## src/rtl/fact_accel.sv

```systemverilog
// Memory-mapped iterative factorial coprocessor for the MIPS32 system data bus.
// Software writes n and GO, then polls STATUS (or uses done as an interrupt) and reads RESULT.
module fact_accel #(
   parameter int DW   = 32,
   parameter int NW   = 4,
   parameter int NMAX = 12
) (
   input  logic          clk,
   input  logic          rst,
   input  logic          we,
   input  logic [1:0]    addr,
   input  logic [DW-1:0] wd,
   output logic [DW-1:0] rd,
   output logic          busy,
   output logic          done
);

   typedef enum logic {IDLE, BUSY} state_t;

   localparam logic [1:0]    A_N      = 2'd0;
   localparam logic [1:0]    A_CTRL   = 2'd1;
   localparam logic [1:0]    A_STATUS = 2'd2;
   localparam logic [1:0]    A_RESULT = 2'd3;
   localparam logic [NW-1:0] NMAX_N   = NW'(NMAX);

   state_t        state_reg, state_next;
   logic [NW-1:0] n_reg, n_next;
   logic [NW-1:0] count_reg, count_next;
   logic [DW-1:0] product_reg, product_next;
   logic [DW-1:0] result_reg, result_next;
   logic          done_reg, done_next;
   logic          err_reg, err_next;

   logic          wr_n, wr_go, wr_status;
   logic          wd_unused;

   assign wr_n      = we && (addr == A_N);
   assign wr_go     = we && (addr == A_CTRL) && wd[0];
   assign wr_status = we && (addr == A_STATUS);
   assign wd_unused = ^wd[DW-1:NW];

   always_ff @(posedge clk or posedge rst) begin
      if (rst) begin
         state_reg   <= IDLE;
         n_reg       <= '0;
         count_reg   <= '0;
         product_reg <= '0;
         result_reg  <= '0;
         done_reg    <= 1'b0;
         err_reg     <= 1'b0;
      end else begin
         state_reg   <= state_next;
         n_reg       <= n_next;
         count_reg   <= count_next;
         product_reg <= product_next;
         result_reg  <= result_next;
         done_reg    <= done_next;
         err_reg     <= err_next;
      end
   end

   always_comb begin
      state_next   = state_reg;
      n_next       = n_reg;
      count_next   = count_reg;
      product_next = product_reg;
      result_next  = result_reg;
      done_next    = done_reg;
      err_next     = err_reg;

      // W1C clears come first so that a completion on the same edge overrides them
      if (wr_status) begin
         if (wd[0]) done_next = 1'b0;
         if (wd[2]) err_next  = 1'b0;
      end

      case (state_reg)
         IDLE: begin
            if (wr_n) n_next = wd[NW-1:0];
            if (wr_go) begin
               done_next = 1'b0;
               err_next  = 1'b0;
               if (n_reg > NMAX_N) begin
                  err_next    = 1'b1;
                  done_next   = 1'b1;
                  result_next = '0;
               end else begin
                  product_next = DW'(1);
                  count_next   = n_reg;
                  state_next   = BUSY;
               end
            end
         end
         BUSY: begin
            if (count_reg <= NW'(1)) begin
               result_next = product_reg;
               done_next   = 1'b1;
               state_next  = IDLE;
            end else begin
               product_next = product_reg * {{(DW-NW){1'b0}}, count_reg};
               count_next   = count_reg - NW'(1);
            end
         end
         default: state_next = IDLE;
      endcase
   end

   always_comb begin
      rd = '0;
      case (addr)
         A_N:      rd = {{(DW-NW){1'b0}}, n_reg};
         A_CTRL:   rd = '0;
         A_STATUS: rd = {{(DW-3){1'b0}}, err_reg, (state_reg == BUSY), done_reg};
         A_RESULT: rd = result_reg;
         default:  rd = '0;
      endcase
   end

   assign busy = (state_reg == BUSY);
   assign done = done_reg;

endmodule

```

## config.mk

```make
export PLATFORM = sky130hd
export DESIGN_NAME = fact_accel
export DESIGN_NICKNAME = d
export VERILOG_FILES = /design/src/rtl/fact_accel.sv
export SDC_FILE = /design/constraint.sdc
export NUM_CORES = 1
export LEC_CHECK = 0
export BUFFER_PORTS_ARGS = -buffer_cell sky130_fd_sc_hd__clkbuf_2
export CAP_MARGIN = 20
export CORE_MARGIN = 8
export CORE_UTILIZATION = 55
export CTS_BUF_LIST = sky130_fd_sc_hd__clkbuf_8
export CTS_CLUSTER_DIAMETER = 80
export CTS_CLUSTER_SIZE = 28
export DETAILED_ROUTE_END_ITERATION = 7
export HOLD_SLACK_MARGIN = 0.15
export PLACE_DENSITY = 0.75
export SLEW_MARGIN = 15
export SYNTH_ARGS = -nofsm -noshare
export SYNTH_HDL_FRONTEND = slang
export SYNTH_SLANG_ARGS = --single-unit
```

## constraint.sdc

```tcl
create_clock -name clk -period 5.3 [get_ports clk]
set_input_delay 0.53 -clock clk [delete_from_list [all_inputs] [get_ports clk]]
set_output_delay 0.53 -clock clk [all_outputs]
set_load 0.02 [all_outputs]
```

# After elaboration in Yosys (flattened, before gate mapping)
# Cells that the tools add are included.
dict set report classes {
  addsub 1
  multipliers 1
  order_cmp 2
  eq_ne 8
  mux 27
  bitwise 1
  reduce_logical 8
}
# operator n
set ops {}
lappend ops {{two-way mux 32 bit} 6}
lappend ops {{case mux 32 bit (2 select lines)} 2}
lappend ops {{case mux 32 bit (4 select lines)} 1}
lappend ops {{multiplier 32 x 4 -> 32 bit} 1}
lappend ops {{two-way mux 1 bit} 12}
lappend ops {{two-way mux 4 bit} 3}
lappend ops {{!= test 2 bit (second input constant)} 4}
lappend ops {{case mux 4 bit (2 select lines)} 1}
lappend ops {{AND reduction 3 bit} 2}
lappend ops {{equality test 2 bit (second input constant)} 2}
lappend ops {{> comparator 4 bit (second input constant)} 1}
lappend ops {{less-or-equal comparator 4 x 1 -> 1 bit (second input constant)} 1}
lappend ops {{logical AND 1 bit} 4}
lappend ops {{case mux 1 bit (2 select lines)} 2}
lappend ops {{subtractor 4 x 1 -> 4 bit (second input constant)} 1}
lappend ops {{equality test 2 x 1 -> 1 bit (second input constant)} 1}
lappend ops {{logical NOT 2 bit} 1}
lappend ops {{!= test 2 x 1 -> 1 bit (second input constant)} 1}
lappend ops {{AND reduction 2 bit} 1}
lappend ops {{inverter 1 bit} 1}
dict set report totals {
  reg_bits 75
  inputBits 37
  out_inout_bits 34
  word_cells 55
}

# Logic depth before layout (Yosys ltp)
dict set report depth {
  ltp_word 5
  depth_mapped 16
  mapped_depth_nobuf 13
}

# Worst setup path before layout
# Ideal clock, no wire load.
dict set report synth_path {
  path_type {register -> register}
  from {register count_reg[2]}
  to {register product_reg[14]}
  setup_ps 121
  t_arrival_ps 3635
  slack_ps 1544
  stages_incl_launch_ff 15
  synth_period_minus_slack_ps 3756
  cell_sequence {dfrtp_1 clkbuf_1 clkbuf_1 nand2_1 fa_1 fa_1 inv_1 fa_1 a211oi_1 o21bai_1 a221o_1 a21oi_2 o21bai_1 xor2_1 a22o_1}
}
dict set report synth_between {
  elab_chain_len 3
  elab_cells_between_ends 6
  cone_classes {mul (1); order compare (1); eq/ne (1); mux (2); reduce/logical (1)}
}
# item line
set synth_lines {}
lappend synth_lines {{start: declaration} 28} ;# logic [NW-1:0] count_reg, count_next;
lappend synth_lines {{start signal: assignment} 54} ;# count_reg <= count_next;
lappend synth_lines {{multiplier 32 x 4 -> 32 bit / less-or-equal comparator 4 x 1 -> 1 bit (equally long branches)} {100, 95}}
lappend synth_lines {{two-way mux 32 bit / != test 2 bit (equally long branches)} n/a}
lappend synth_lines {{case mux 32 bit (2 select lines) / AND reduction 3 bit (equally long branches)} n/a}
lappend synth_lines {{end signal: assignment} 55} ;# product_reg <= product_next;
lappend synth_lines {{end: declaration} 29} ;# logic [DW-1:0] product_reg, product_next;
# Several ways; a longest one is shown, not always the timed one. The select of a mux whose other input is x is not followed.
# A chain may end at the register's enable or synchronous reset.

# Worst setup path after layout
dict set report layout_path {
  from {register count_reg[2]}
  to {register product_reg[29]}
}
# Same word-level chain as after synthesis.

==> impl_results.md <==
* Overflow after GRT at 0
* Max Fanout on Critical Path at 21
* Async set or reset register ratio after synthesis at 1.00
* Int Pwr at 1.64 mW
* Area Overhead vs Synth at 7.24%
* Register area share after synthesis at 0.264
* Combinational share of power at 0.488
* Relative slew margins at 0.324
* Outcome: complete, no violations
* Chip width at about 130 um
* Peak Freq at 0.222 GHz
* Initial antenna violation count at 0
* Worst VDD drop at 0.195 mV
* Fin util at 0.604
* Post-Route WL at 18000 um
* Arr. time, crit path at 4730 ps
* Post-CTS setup buffer count at 0
* Share of layout cells above drive strength 1 at 0.107
* Clock buffer depth at 2
* Post-synth top cells: inv_1 (119), nand2_1 (91), and2_1 (90)
* Sequential Power Share at 0.358
* CTS Hold Bufs at 0
* Sw power at 1.48 mW
* Clock Power Share at 0.154
* RSZ-0062 raised after global routing: false
* Placed Area at 7410 sq um
* I/O Pins at 71
* Clk Latency, worst-skew pair at 360 ps
* Vias in the first global route at 5933
* Most frequent cell after synthesis: inv_1
* Hold Crit Class: primary input to async pin
* Largest net degree at the start of global routing at 51
* Final setup viols at 0
* Syn nets at 941
* Yosys reg bits at between 70 and 80
* Die area at 16800 sq um
* Final GP Congestion at between 0.9 and 1
* Residual DRC at 0
* Cell depth of the worst flop-to-flop path at 14
* Largest area contributor in the netlist: dfrtp_1
* Clk root buf: clkbuf_8
* Diode count at 0
* Vias per cell at 5.83
* CP required at approximately 5500 ps
* Synth top area cells: dfrtp_1 (26%), fa_1 (16%), and2_1 (7.9%)
* Rows at 41
* Hold Violations, Final at 0
* EDFF count, synth at 0
* IO Port Bufs at 42
* CTS Sinks at 75
* Mapped Cells at 813
* Vias at 5873
* Total CTS buffers at 9
* GR Util All Layers at 0.226
* Drt wl/cell at 17.9 um
* First-pass GRT wire length at 29900 um
* CP Class: register to register
* CP Capture Type: register
* Initial Util at 0.563
* Distinct cells, synth at 63
* Worst-margin pin slew at 1010 ps
* Worst Skew at 9.72 ps
* Fin area at 7620 sq um
* Clk slew on worst S/H paths at 80 ps
* LEAKAGE at 3.94 nW
* H-tree levels at 3
* Die H at ~130 um
* Routed Antenna Nets at 0
* Final Max Tran Viols at 0
* Max cap viols at 0
* Post-synthesis cell area at around 7100 sq um
* Setup_tns at 0 ps
* Syn. warnings at 0
* Final HPWL DP at around 13000 um
* Syn_area_per_cell at 8.74 sq um
* Post-synth top area share at 0.264
* Initial drt markers at 700
* Net Sw Frac at 0.474
* Nets at 958
* Post-CTS Resized at 0
* PwrDens at ~410 nW/um^2
* Drt pass-1 iters at 6
* Total power at approximately 3.1 mW
* Fin crit share at 0.849
* Core area at 12600 sq um
* Main synth FF type: dfrtp_1
* CTS tree: done
* Min cycle time layout at 4500 ps
* Startpoint Class: register
==> power by group through the flow <==
stage	registers (mW)	logic (mW)	clock network, mW
6_report	1.12	1.53	0.480
5_1_grt	1.15	1.72	0.508
4_1_cts	1.11	1.52	0.483
3_5_place_dp	1.12	1.51	0
3_3_place_gp	1.10	1.44	0
2_1_floorplan	0.939	1.21	0
==> placed cells by master, fill, tap and decap left out, types with 2 or more instances in the layout <==
cell,count
a211oi_1,6
a21o_1,9
a21oi_1,30
a21oi_2,2
a221o_1,2
a221oi_2,2
a22o_1,41
a31o_1,2
a31oi_1,2
and2_1,90
and3_1,31
buf_4,8
clkbuf_2,42
clkbuf_8,12
clkinv_2,2
dfrtp_1,75
fa_1,57
ha_1,34
inv_1,118
mux2_2,7
nand2_1,91
nand2b_1,5
nand3_1,12
nand4_1,6
nand4b_1,2
nor2_1,13
nor3_1,6
o21a_1,4
o21ai_0,33
o21ai_1,16
o21bai_1,6
o2bb2ai_1,2
o31ai_1,2
or3_1,3
xnor2_1,16
xor2_1,16
==> per-layer routing <==
metal  global-route usage  part of all wire  up-vias
li1                     -                 -     2727
met1                0.298              0.44     2889
met2                0.368              0.46      232
met3               0.0366             0.070       25
met4               0.0861             0.022        0
met5                    0                 0        -
==> layout make-up <==
class	count	area [sq um]
Fill cell	1057	5000
Tap cell	172	215
Timing Repair Buffer	50	270
Sequential cell	75	1880
Clock buffer	12	165
Multi-Input combinational cell	575	4600
Clock inverter	4	47.5
Inverter	119	447
==> cell families after synthesis <==
| kind of cell | after synthesis | share of synthesized area |
|---|---|---|
| AO/OA/AOI/OAI | 175 | 0.171 |
| XOR/XNOR | 32 | 0.0394 |
| adder cells (fa/ha/maj) | 91 | 0.220 |
| buffers and inverters | 163 | 0.0903 |
| flip-flops | 75 | 0.264 |
| multiplexers | 8 | 0.0125 |
| AND/OR/NAND/NOR | 269 | 0.202 |
==> worst max-delay path: stages, from the launching register on <==
cell and delay (ps):
dfrtp_1 660, buf_4 330, and2_1 180, fa_1 510, inv_1 60, fa_1 520, inv_1 60, ha_1 430
a21oi_2 270, o21ai_0 180, a211oi_1 390, o311ai_1 170, a31oi_1 360, xor2_1 200, o21ai_1 70
==> path summary, 6_finish.rpt <==
check                                      startpoint                           to  slack (ps)
max reg2reg                  count_reg[2]$_DFFE_PP0P_  product_reg[29]$_DFFE_PP0P_         800
max                          count_reg[2]$_DFFE_PP0P_  product_reg[29]$_DFFE_PP0P_         800
min in group clk                                wd[3]         n_reg[3]$_DFFE_PP0P_         410
max in group asynchronous                         rst         n_reg[0]$_DFFE_PP0P_        4070
min reg2reg                result_reg[26]$_DFFE_PP0P_   result_reg[26]$_DFFE_PP0P_         500
min                                               rst   result_reg[11]$_DFFE_PP0P_         210
==> stage by stage <==
stage          hold WS (ps)  std cells  setup WS, ps
2_1_floorplan           458        813          1540
3_3_place_gp            475        991          1010
3_5_place_dp            479        991           878
4_1_cts                 216       1007           888
5_1_grt                 230       1007           576
6_report                210       1007           799
Power figures use the tool's default switching activity.
